File: config.mk
export PLATFORM = sky130hd
export DESIGN_NAME = alu_result_serializer_flat
export DESIGN_NICKNAME = d
export VERILOG_FILES = /design/src/rtl/alu_ser_pkg.sv /design/src/rtl/alu_result_serializer_if.sv /design/src/rtl/result_fifo.sv /design/src/rtl/alu_result_serializer.sv /design/src/flat_wrapper.sv
export SDC_FILE = /design/constraint.sdc
export NUM_CORES = 1
export LEC_CHECK = 0
export BUFFER_PORTS_ARGS = -buffer_cell sky130_fd_sc_hd__clkbuf_2
export CORE_MARGIN = 1.5
export CORE_UTILIZATION = 56
export DETAILED_ROUTE_END_ITERATION = 10
export PLACE_DENSITY = 0.86
export SLEW_MARGIN = 40
export SYNTH_ARGS = -nofsm -noshare
export SYNTH_HDL_FRONTEND = slang
export SYNTH_SLANG_ARGS = --single-unit
File: constraint.sdc
create_clock -name CLK -period 2.3 [get_ports CLK]
set_input_delay 0.115 -clock CLK [delete_from_list [all_inputs] [get_ports CLK]]
set_output_delay 0.115 -clock CLK [all_outputs]
set_load 0.01 [all_outputs]
File: src/rtl/alu_ser_pkg.sv
// Shared types and constants for the ALU result serializer.
//   state_t    : serializer FSM state (IDLE / SEND)
//   BYTE_W     : width of one output byte
//   num_bytes(): bytes needed to carry a result of the given width
package alu_ser_pkg;

  localparam int BYTE_W = 8;

  typedef enum logic {
    IDLE = 1'b0,
    SEND = 1'b1
  } state_t;

  function automatic int num_bytes(input int width);
    return (width + BYTE_W - 1) / BYTE_W;
  endfunction

endpackage

File: src/rtl/alu_result_serializer_if.sv
// Bus between the ALU result producer / UART TX consumer / system controller
// and the serializer.
//   Result_Data, Result_Valid : registered ALU result and its one-cycle pulse
//   Byte_Data, Byte_Valid     : byte stream towards UART TX
//   Byte_Ready                : UART TX accepts the current byte
//   Busy, Overflow            : status towards the system controller
//   Clear_Ovf                 : one-cycle pulse clearing Overflow
// The slave modport is the serializer; the master modport is its environment.
interface alu_ser_if #(
  parameter int WIDTH = 16
);
  logic [WIDTH-1:0] Result_Data;
  logic             Result_Valid;
  logic [7:0]       Byte_Data;
  logic             Byte_Valid;
  logic             Byte_Ready;
  logic             Busy;
  logic             Overflow;
  logic             Clear_Ovf;

  modport master (
    output Result_Data, Result_Valid, Byte_Ready, Clear_Ovf,
    input  Byte_Data, Byte_Valid, Busy, Overflow
  );

  modport slave (
    input  Result_Data, Result_Valid, Byte_Ready, Clear_Ovf,
    output Byte_Data, Byte_Valid, Busy, Overflow
  );
endinterface

File: src/rtl/result_fifo.sv
// First-word fall-through result FIFO.
//   i_clk, i_rst       : clock, asynchronous active-high reset
//   i_wr_en, i_wr_data : write port; accepted when not full, or when full
//                        and a read happens in the same cycle
//   i_rd_en            : pop the head entry (ignored when empty)
//   o_rd_data          : head entry, valid whenever o_empty=0
//   o_full, o_empty    : occupancy flags
module result_fifo #(
  parameter int WIDTH = 16,
  parameter int DEPTH = 2
) (
  input  logic             i_clk,
  input  logic             i_rst,
  input  logic             i_wr_en,
  input  logic [WIDTH-1:0] i_wr_data,
  input  logic             i_rd_en,
  output logic [WIDTH-1:0] o_rd_data,
  output logic             o_full,
  output logic             o_empty
);
  localparam int AW = $clog2(DEPTH);

  logic [WIDTH-1:0] r_mem [DEPTH];
  logic [AW-1:0]    r_wr_ptr;
  logic [AW-1:0]    r_rd_ptr;
  logic [AW:0]      r_count;
  logic             w_wr;
  logic             w_rd;

  assign o_full    = (r_count == (AW+1)'(DEPTH));
  assign o_empty   = (r_count == '0);
  assign o_rd_data = r_mem[r_rd_ptr];

  // A full FIFO still takes a write when the head leaves in the same cycle.
  assign w_wr = i_wr_en && (!o_full || i_rd_en);
  assign w_rd = i_rd_en && !o_empty;

  // NOTE: sequential state uses non-blocking (<=) so every flop samples
  // pre-edge values regardless of statement order.
  always_ff @(posedge i_clk or posedge i_rst) begin
    if (i_rst) begin
      r_wr_ptr <= '0;
      r_rd_ptr <= '0;
      r_count  <= '0;
    end else begin
      if (w_wr) r_wr_ptr <= r_wr_ptr + 1'b1;
      if (w_rd) r_rd_ptr <= r_rd_ptr + 1'b1;
      case ({w_wr, w_rd})
        2'b10:   r_count <= r_count + 1'b1;
        2'b01:   r_count <= r_count - 1'b1;
        default: r_count <= r_count;
      endcase
    end
  end

  // NOTE: storage has no reset; the pointers/count define which entries are
  // meaningful, so clearing the array would only cost reset routing.
  always_ff @(posedge i_clk) begin
    if (w_wr) r_mem[r_wr_ptr] <= i_wr_data;
  end

endmodule

File: src/rtl/alu_result_serializer.sv
// Buffers ALU results and streams each one out as bytes, LSB first, over a
// valid/ready handshake.
//   CLK : clock, rising edge
//   RST : asynchronous active-high reset; discards buffered and partial results
//   bus : alu_ser_if slave -- result input, byte output, Busy/Overflow status
// Results are zero-padded to a whole number of bytes. The next buffered result
// is loaded on the final handshake of the current one, so consecutive results
// stream without a bubble.
module alu_result_serializer
  import alu_ser_pkg::*;
#(
  parameter int WIDTH = 16,
  parameter int DEPTH = 2
) (
  input  logic  CLK,
  input  logic  RST,
  alu_ser_if.slave bus
);
  localparam int NB      = num_bytes(WIDTH);
  localparam int SHIFT_W = NB * BYTE_W;
  localparam int IDX_W   = (NB > 1) ? $clog2(NB) : 1;

  state_t             r_state;
  state_t             w_next_state;
  logic [SHIFT_W-1:0] r_shift;
  logic [IDX_W-1:0]   r_idx;
  logic               r_ovf;

  logic [WIDTH-1:0]   w_head;
  logic               w_full;
  logic               w_empty;
  logic               w_hs;
  logic               w_last;
  logic               w_pop;
  logic               w_push;
  logic               w_drop;

  assign w_hs   = (r_state == SEND) && bus.Byte_Ready;
  assign w_last = (r_idx == IDX_W'(NB - 1));
  // Pop from IDLE, or on the last byte's handshake for back-to-back streaming.
  assign w_pop  = !w_empty && ((r_state == IDLE) || (w_hs && w_last));
  assign w_push = bus.Result_Valid && (!w_full || w_pop);
  assign w_drop = bus.Result_Valid && w_full && !w_pop;

  result_fifo #(
    .WIDTH (WIDTH),
    .DEPTH (DEPTH)
  ) u_fifo (
    .i_clk     (CLK),
    .i_rst     (RST),
    .i_wr_en   (w_push),
    .i_wr_data (bus.Result_Data),
    .i_rd_en   (w_pop),
    .o_rd_data (w_head),
    .o_full    (w_full),
    .o_empty   (w_empty)
  );

  always_ff @(posedge CLK or posedge RST) begin
    if (RST) r_state <= IDLE;
    else     r_state <= w_next_state;
  end

  // NOTE: every always_comb output gets a default first so no path through
  // the block leaves it unassigned (which would infer a latch).
  always_comb begin
    w_next_state = r_state;
    case (r_state)
      IDLE:    if (!w_empty) w_next_state = SEND;
      SEND:    if (w_hs && w_last && w_empty) w_next_state = IDLE;
      default: w_next_state = IDLE;
    endcase
  end

  always_comb begin
    bus.Byte_Valid = 1'b0;
    bus.Byte_Data  = '0;
    if (r_state == SEND) begin
      bus.Byte_Valid = 1'b1;
      bus.Byte_Data  = r_shift[r_idx*BYTE_W +: BYTE_W];
    end
  end

  always_ff @(posedge CLK or posedge RST) begin
    if (RST) begin
      r_shift <= '0;
      r_idx   <= '0;
    end else if (w_pop) begin
      r_shift <= SHIFT_W'(w_head);
      r_idx   <= '0;
    end else if (w_hs && !w_last) begin
      r_idx   <= r_idx + 1'b1;
    end
  end

  // A drop in the same cycle as a clear wins, so no overflow is ever lost.
  always_ff @(posedge CLK or posedge RST) begin
    if (RST)                r_ovf <= 1'b0;
    else if (w_drop)        r_ovf <= 1'b1;
    else if (bus.Clear_Ovf) r_ovf <= 1'b0;
  end

  assign bus.Busy     = !w_empty || (r_state == SEND);
  assign bus.Overflow = r_ovf;

endmodule

File: src/flat_wrapper.sv
// flat-port wrapper written by rule: the top's interface ports become plain ports
module alu_result_serializer_flat import alu_ser_pkg::*;
#(
  parameter int WIDTH = 16,
  parameter int DEPTH = 2
)
  (CLK, RST, bus_Result_Data, bus_Result_Valid, bus_Byte_Ready, bus_Clear_Ovf, bus_Byte_Data, bus_Byte_Valid, bus_Busy, bus_Overflow);
  alu_ser_if #(.WIDTH(WIDTH)) bus_i ();
  input  logic CLK;
  input  logic RST;
  input wire logic [$bits(bus_i.Result_Data)-1:0] bus_Result_Data;
  input wire logic [$bits(bus_i.Result_Valid)-1:0] bus_Result_Valid;
  input wire logic [$bits(bus_i.Byte_Ready)-1:0] bus_Byte_Ready;
  input wire logic [$bits(bus_i.Clear_Ovf)-1:0] bus_Clear_Ovf;
  output wire logic [$bits(bus_i.Byte_Data)-1:0] bus_Byte_Data;
  output wire logic [$bits(bus_i.Byte_Valid)-1:0] bus_Byte_Valid;
  output wire logic [$bits(bus_i.Busy)-1:0] bus_Busy;
  output wire logic [$bits(bus_i.Overflow)-1:0] bus_Overflow;
  assign bus_i.Result_Data = bus_Result_Data;
  assign bus_i.Result_Valid = bus_Result_Valid;
  assign bus_i.Byte_Ready = bus_Byte_Ready;
  assign bus_i.Clear_Ovf = bus_Clear_Ovf;
  assign bus_Byte_Data = bus_i.Byte_Data;
  assign bus_Byte_Valid = bus_i.Byte_Valid;
  assign bus_Busy = bus_i.Busy;
  assign bus_Overflow = bus_i.Overflow;
  alu_result_serializer #(.WIDTH(WIDTH), .DEPTH(DEPTH)) u_core (.CLK(CLK), .RST(RST), .bus(bus_i));
endmodule
After elaboration in Yosys (flattened, before gate mapping):

Memories as Yosys holds them, arrays and structs flattened. A register that Yosys moved wholly into a read port is not among the register bits.
Index checks and enable logic that the tools add are counted.

* bitwise gates (word level): 1
* add/sub/neg operators: 5
* equality and inequality tests: 3
* shift operators: 1
* reductions and logical operators: 21
* multiplexer cells: 12

Operators by type and width (number)
* $shiftx 16x5->8: 1
* $logic_and 1x1->1: 10
* $mux 1: 9
* $mux 8: 1
* $reduce_bool 2->1: 3
* $eq 2x2->1 const B: 2
* $logic_not 1->1: 4
* $pmux 2 s2: 1
* $add 1x1->1 const B: 3
* $logic_or 1x1->1: 3
* $add 2x1->2 const B: 1
* $eq 2x1->1 const B: 1
* $logic_not 2->1: 1
* $pmux 1 s2: 1
* $sub 2x1->2 const B: 1
* $not 1->1: 1

* memories: 1
* output and inout bits: 11
* register bits after elaboration: 7
* input bits: 21
* logic and storage cells: 50
* bits in writable memories: 32

Memory list
* u_core.u_fifo.r_mem: words 2, width 16, rd ports 1, clocked after memory_dff 1, write ports 1, line result_fifo.sv:23 `logic [WIDTH-1:0] r_mem [DEPTH];`

Depth between registers and ports, before layout:

Gate-level depths: netlist of run 1.

* depth after elaboration: 9
* gate-level depth with buffers: 9
* gate-level depth less buffers: 6

By module:

Synthesis of run 1 repeated with hierarchy kept, for this count alone.

* cell total of the unflattened synthesis: 138
* area, all modules: 2356.0 µm²

By module, submodules not included
* result_fifo: sequential area each 1061.0 µm², area each 1427.6 µm², times used 1, cells each 70
* alu_result_serializer: sequential area each 475.5 µm², area each 928.4 µm², times used 1, cells each 68

Worst setup path before layout of run 1:

OpenSTA, ideal clock, no wires.

* path type: register to register
* start point: register u_core.r_state
* end point: memory u_core.u_fifo.r_mem[1][0], enable pin
* buffers on the path: 0
* period minus slack after synthesis: 1.872 ns
* arrival: 1.483 ns
* setup time: 0.389 ns
* slack: 0.428 ns
* data required time: 1.911 ns
* stages on the path, launching flop included: 4
* path through: dfrtp_1 -> a21bo_1 -> o21ai_1 -> nor2_1

* longest elaborated chain between the ends: 9
* elaborated cells between the ends (all ways): 10
* those cells by class: mux (2); bitwise (1); reduce/logical (7)

Ends and longest elaborated chain
* from (decl): line alu_result_serializer.sv:23 `state_t r_state;`
* from (signal assigned): line alu_result_serializer.sv:61 `else r_state <= w_next_state;`
* $logic_and 1x1->1: line alu_result_serializer.sv:38 `assign w_hs = (r_state == SEND) && bus.Byte_Ready;`
* $logic_and 1x1->1: line alu_result_serializer.sv:41 `assign w_pop = !w_empty && ((r_state == IDLE) || (w_hs && w_last));`
* $logic_or 1x1->1 *: line alu_result_serializer.sv:41
* $logic_and 1x1->1 *: line alu_result_serializer.sv:41
* $logic_or 1x1->1 *: line result_fifo.sv:35, alu_result_serializer.sv:42
* $logic_and 1x1->1: line alu_result_serializer.sv:42 `assign w_push = bus.Result_Valid && (!w_full || w_pop);`
* $logic_and 1x1->1 *: line result_fifo.sv:35 `assign w_wr = i_wr_en && (!o_full || i_rd_en);`
* $mux 1 *: line result_fifo.sv:59 `if (w_wr) r_mem[r_wr_ptr] <= i_wr_data;`
* $mux 1 (not written as such) *: line result_fifo.sv:59
* to (decl): line result_fifo.sv:23

Mark *: on every way between the ends. The rest lies on a longest branch, timed or not.

Worst setup path after layout of run 1:

* start point: register u_core.r_state
* end point: memory u_core.u_fifo.r_mem[0][14], enable pin

Same word-level chain as after synthesis.

==> flow_summary.json, run 1 <==
{
  "drt_iter0_drc": 24,
  "muxShareOfSynthArea_pct": 20.80,
  "clockRootBuffer": "clkbuf_8",
  "drive_gt1_share_pct": 43.10,
  "clock_power_share_pct": 14.1,
  "fmax_mhz": 502.5,
  "top_layer": "met4",
  "clock_sinks": 55,
  "max_stage_delay_ps": 570,
  "routed-wl-met2_um": 1986,
  "power_w": 0.003446,
  "slew_violations": 0,
  "tightest_slew_ps": 729.6,
  "antenna_found_initial": 0,
  "syn_area_um2": 2243,
  "postSynthCellCount": 132,
  "synth_compound_area_share_pct": 1.617,
  "yosys.area_share.adder_pct": 0.5577,
  "gp_congestion": 0.7241,
  "synthSimpleGateAreaFrac_pct": 3.793,
  "crit_family": "simple AND/OR/NAND/NOR gates",
  "cap_violations": 0,
  "grt_pass1_wl_um": 6168,
  "synth_top_cell_area_share_pct": 42.83,
  "dp_hpwl_um": 2631,
  "ant_nets": 0,
  "p_seq_share_pct": 47.4,
  "io-pin-count": 32,
  "synth.distinct_cells": 22,
  "clk_latency_ps": 300,
  "crit_arrival_ps": 2000,
  "hold_viol_final": 0,
  "power_frac_comb_pct": 38.4,
  "p_per_area_nw_per_um2": 1341,
  "hold_class": "input pin to flip-flop",
  "place_ws_ps": 331.0,
  "insertedDiodeCount": 0,
  "die_width_um": 66.30,
  "cp_max_fo": 9,
  "final_area_um2": 2570,
  "via_per_inst": 5.248,
  "period_needed_ps": 1990,
  "cts_buffers": 5,
  "postPlaceCellArea_um2": 2449,
  "area_growth_pct": 14.56,
  "htree_levels": 2,
  "row_count": 22,
  "yosys_warnings": 0,
  "cts_tree": "built",
  "p_switching_w": 0.001090,
  "syn_nets": 154,
  "design.die.area_um2": 4395,
  "core_um2": 3744,
  "drt_pass1_iterations": 4,
  "die_y_um": 66.30,
  "cp-end-kind": "flip-flop",
  "status": "complete, no violations",
  "wl_per_cell_um": 16.74,
  "rsz0062_at_grt": "no",
  "route.detailed.drc": 0,
  "nets": 195,
  "critPathKind": "flip-flop to flip-flop",
  "wl_met3_um": 165,
  "cts.path.max_buffers": 2,
  "grt-ovfl-total": 0,
  "peakVddDrop_uv": 615.6,
  "wl_met1_um": 1524,
  "nFillCells": 268,
  "grt_max_degree": 24,
  "crit_slowest_cell": "nor2_1",
  "fin_setup_tns_ps": 0,
  "drt-total-wl_um": 3716,
  "synth_top_family_by_area": "multiplexers",
  "post-route-period-util_pct": 86.53,
  "grt_pass1_vias": 1270,
  "path_buf_inv": 1,
  "p_int_w": 0.002357,
  "synth_xor_area_share_pct": 1.952,
  "numPortBuffers": 31,
  "grt_usage_pct": 19.75,
  "cp_cell_sequence": "a21bo_1, o21ai_1, nor2_1, buf_4",
  "synthTopCellsByArea": "edfxtp_1, dfrtp_1, mux2_2",
  "yosysSeqAreaShare_pct": 68.49,
  "finalClockSkew_ps": 3.482,
  "swShare_pct": 31.61,
  "worst_slack_ps": 309.9,
  "synth-seq-cells": 55,
  "slew-limit-headroom_pct": 51.36,
  "required_ps": 2310,
  "setup_violations": 0,
  "startpoint_type": "flip-flop",
  "yosys.area.top_type": "edfxtp_1",
  "clkTransAtPathRegs_ps": 80,
  "syn_avg_cell_area_um2": 17.00,
  "p_leak_nw": 1.066,
  "initial_core_util_pct": 59.93,
  "vias": 1165
}
==> cell families after synthesis <==
| logic type | after synthesis |
|---|---|
| flip-flops | 55 |
| XOR/XNOR | 5 |
| adder cells (fa/ha/maj) | 1 |
| multiplexers | 40 |
| AO/OA/AOI/OAI | 5 |
| AND/OR/NAND/NOR | 16 |
| buffers and inverters | 10 |
==> final timing paths <==
path                       slack (ps)              start                    endpoint  cells after the start
max                               310     u_core.r_state  u_core.u_fifo.r_mem[0][14]                      4
min                                 4      bus_Clear_Ovf         u_core.bus.Overflow                      2
max reg2reg                       310     u_core.r_state  u_core.u_fifo.r_mem[0][14]                      4
min reg2reg                       510  u_core.r_shift[0]           u_core.r_shift[0]                      1
max in group asynchronous        1600                RST          u_core.r_shift[12]                      3
min in group asynchronous         370                RST              u_core.r_state                      3
==> power groups by stage <==
| stage | sequential, W | clock, W | combinational, W |
|---|---|---|---|
| 6_report | 0.00164 | 0.000486 | 0.00132 |
| 5_1_grt | 0.00168 | 0.000551 | 0.00146 |
| 4_1_cts | 0.00164 | 0.000499 | 0.00134 |
| 3_5_place_dp | 0.00165 | 0 | 0.00133 |
| 3_3_place_gp | 0.00162 | 0 | 0.00128 |
| 2_1_floorplan | 0.00155 | 0 | 0.00107 |
==> cell usage in the layout, fill, tap and decap left out, drive strengths merged <==
master	n
a21bo	1
a21oi	1
buf	5
clkbuf	38
clkinv	1
dfrtp	23
dlygate4sd3	4
edfxtp	32
ha	1
inv	4
mux2	32
mux2i	8
nand2	1
nand2b	1
nor2	5
nor2b	8
o21a	1
o21ai	1
o32ai	1
or3	1
xnor2	3
xor2	2
==> cell usage after synthesis <==
master / count
edfxtp_1: 32
xor2_1: 2
buf_2: 2
ha_1: 1
o21ai_1: 1
mux2_4: 7
nand2_1: 1
dfrtp_1: 23
o32ai_1: 1
or3_1: 1
a21oi_1: 1
mux2i_1: 8
inv_1: 4
a21bo_1: 1
nor2b_1: 8
nor2_1: 5
o21a_1: 1
xnor2_1: 3
clkbuf_1: 1
buf_6: 3
mux2_2: 25
nand2b_1: 1
==> layer usage <==
| metal | vias up | global-route usage (%) |
|---|---|---|
| li1 | 551 | - |
| met4 | 0 | 4.592 |
| met2 | 28 | 34.38 |
| met5 | - | 0 |
| met3 | 5 | 4.940 |
| met1 | 581 | 24.85 |
==> registers in the layout, summed over array words and instances, names as in the netlist <==
name                    cells
u_core.u_fifo.r_count       2
u_core.bus.Overflow         1
u_core.u_fifo.r_rd_ptr      1
u_core.r_idx                1
u_core.u_fifo.r_wr_ptr      1
u_core.u_fifo.r_mem        32
u_core.r_shift             16
u_core.r_state              1
==> layout make-up <==
type	count	area, um^2	share of cell area (%)
clock inverters	1	5.005	0.1947
inverters	4	15.01	0.5842
repair buffers	40	232.7	9.056
flip-flops and latches	55	1536	59.79
multi-input cells	67	644.4	25.07
clock buffers	7	76.32	2.970
well taps	48	60.06	2.337
==> metrics by stage <==
| step | util [%] | hold slack (ps) | instances |
|---|---|---|---|
| after global routing | 68.65 | 0.2318 | 222 |
| after global placement | 65.41 | 292.8 | 210 |
| after CTS | 68.12 | 1.086 | 220 |
| after detailed placement | 65.41 | 309.7 | 210 |
| after floorplan | - | 116.9 | 132 |
| final | 68.65 | 4.156 | 222 |
==> timing repair <==
item	4_1_cts	5_1_grt
hold buffers	2	2
buffers inserted	0	0
hold endpoints to repair	7	4
resized for setup	0	0
No activity file was read; power rests on OpenSTA's default activity.
==> run 2, diff against run 1 <==
Settings changed: CORE_UTILIZATION 56 to 30, PLACE_DENSITY 0.86 to unset, PLACE_DENSITY_LB_ADDON set to 0.08.
==> run 2 against run 1 <==
Power up 8.6%. Sequential power down 3%. Combinational power up 7%. Critical path depth unchanged. Register-to-register slack better by 60 ps. Global-route usage down 7.9 points. Worst hold slack better by 8.9 ps. Clock skew up 3.1 ps. First-iteration DRC count rose to 4.2 times the previous value. Non-clock buffer count up 12. Sequential share of layout area down 5.0 points. Largest cell class unchanged.
==> flow_summary.json, run 2 (synthesis gave the netlist of run 1 again) <==
{
  "drt_iter0_drc": 101,
  "hp-start": "bus_Result_Data[3]",
  "r2r_setup_slack_ps": 370,
  "wl_per_cell_um": 14.83,
  "stdcell_count": 285,
  "dp.cells": 263,
  "area_growth_pct": 24.99,
  "crit_slowest_cell": "nor2_1",
  "final_common_cell": "edfxtp_1",
  "gp_congestion": 0.6490,
  "numPortBuffers": 31,
  "multi_input_area_um2": 644.4,
  "via_per_inst": 4.312,
  "grt_pass1_vias": 1263,
  "hold_path_end": "u_core.u_fifo.r_mem[0][3]",
  "slew_violations": 0,
  "clk_latency_ps": 300,
  "largest_register_ffs": 32,
  "top_register": "u_core.u_fifo.r_mem",
  "reg2reg_from": "u_core.r_state",
  "drive_gt1_share_pct": 42.47,
  "dp_hpwl_um": 2925,
  "row_count": 31,
  "grt_usage_pct": 11.83,
  "die_width_um": 89.48,
  "grt_pass1_wl_um": 6796,
  "io-pin-count": 32,
  "post-route-period-util_pct": 84.08,
  "status": "complete, no violations",
  "htree_levels": 2,
  "grt-ovfl-total": 0,
  "antenna_found_initial": 0,
  "startpoint_type": "flip-flop",
  "clock_sinks": 55,
  "hold_class": "input pin to flip-flop",
  "slew-limit-headroom_pct": 58.06,
  "final_cell_mix": "edfxtp_1, clkbuf_2, mux2_2",
  "cap_violations": 0,
  "reg2reg_depth": 4,
  "hold_buffers": 9,
  "crit_arrival_ps": 1940,
  "grt_max_degree": 24,
  "largestRegisters": "u_core.u_fifo.r_mem x32, u_core.r_shift x16, u_core.u_fifo.r_count x2",
  "cp_cell_sequence": "a21bo_1, o21ai_1, nor2_1, buf_4",
  "cp-end-kind": "flip-flop",
  "route.detailed.drc": 0,
  "crit_family": "simple AND/OR/NAND/NOR gates",
  "hold_depth": 1,
  "clockRootBuffer": "clkbuf_8",
  "fmax_mhz": 517.1,
  "cts_resized": 0,
  "cp_max_fo": 10,
  "regArea_um2": 1536,
  "design.die.area_um2": 8006,
  "vias": 1229,
  "drt-total-wl_um": 4226,
  "p_leak_nw": 1.140,
  "drt_pass1_iterations": 4,
  "die_y_um": 89.48,
  "critPathKind": "flip-flop to flip-flop",
  "clkTransAtPathRegs_ps": 90,
  "rsz0062_at_grt": "no",
  "cts.path.max_buffers": 2,
  "cts_tree": "built",
  "nFillCells": 707,
  "fin_setup_tns_ps": 0,
  "setup_violations": 0,
  "initial_core_util_pct": 30.93,
  "nets": 207,
  "required_ps": 2310,
  "insertedDiodeCount": 0,
  "hold_viol_final": 0,
  "timing.rr.end": "u_core.u_fifo.r_mem[1][14]",
  "path_buf_inv": 1,
  "max_stage_delay_ps": 520,
  "ant_nets": 0,
  "cts_buffers": 5,
  "post_cts_buffers": 0,
  "period_needed_ps": 1934,
  "peakVddDrop_uv": 478.2,
  "p_per_area_nw_per_um2": 1335,
  "finalClockSkew_ps": 6.550,
  "tightest_slew_ps": 626.8,
  "core_um2": 7253
}
run 2: changes by cell type in the layout (fill, tap and decap cells not counted), sizes merged:
cell,previous run,this run
dlygate4sd3,4,14
buf,5,7
bufinv,0,2
clkbuf,38,36
clkinv,1,0
clkinvlp,0,1
run 2: power breakdown:
part | switching (W) | total (W) | internal (W)
clock network | 0.000307 | 0.000741 | 0.000434
logic | 0.000652 | 0.00141 | 0.000761
registers | 0.000177 | 0.00159 | 0.00141
total | 0.00114 | 0.00374 | 0.00261
run 2: area by class of cell:
class | count | share of cell area (%)
well taps | 99 | 4.418
flip-flops and latches | 55 | 54.80
clock buffers | 5 | 2.454
repair buffers | 52 | 12.41
inverters | 4 | 0.5355
multi-input cells | 67 | 22.98
clock inverters | 3 | 2.410
run 2: worst max path at each step:
| stage | start | endpoint | slack (ps) | cells past startpoint |
|---|---|---|---|---|
| after floorplan | u_core.r_state | u_core.u_fifo.r_mem[1][0] | 430 | 3 |
| after global placement | u_core.r_state | u_core.u_fifo.r_mem[0][0] | 460 | 4 |
| after detailed placement | u_core.r_state | u_core.u_fifo.r_mem[1][0] | 380 | 4 |
| after CTS | u_core.r_state | u_core.u_fifo.r_mem[1][13] | 360 | 4 |
| after global routing | u_core.r_state | u_core.u_fifo.r_mem[1][12] | 260 | 4 |
| final | u_core.r_state | u_core.u_fifo.r_mem[1][14] | 370 | 4 |
run 2: metal layers:
layer  up-vias  global-route usage (%)  share of wire [%]
li1        578                       -                  -
met1       626                   15.13                 46
met2        20                   20.10                 50
met3         5                   2.770                2.9
met4         0                   3.357               0.97
met5         -                       0                  0
run 2: per-stage QoR:
step	setup slack (ps)	hold slack, ps	util (%)	area, um^2	power (W)
finish	366.3	13.04	38.66	2804	0.003744
global route	255.5	0.2816	38.66	2804	0.003996
CTS	356.1	2.559	37.97	2754	0.003798
detailed placement	382.4	184.7	34.85	2527	0.003040
global placement	462.5	306.0	34.85	2527	0.002995
floorplan	428.0	116.9	-	2243	0.002620
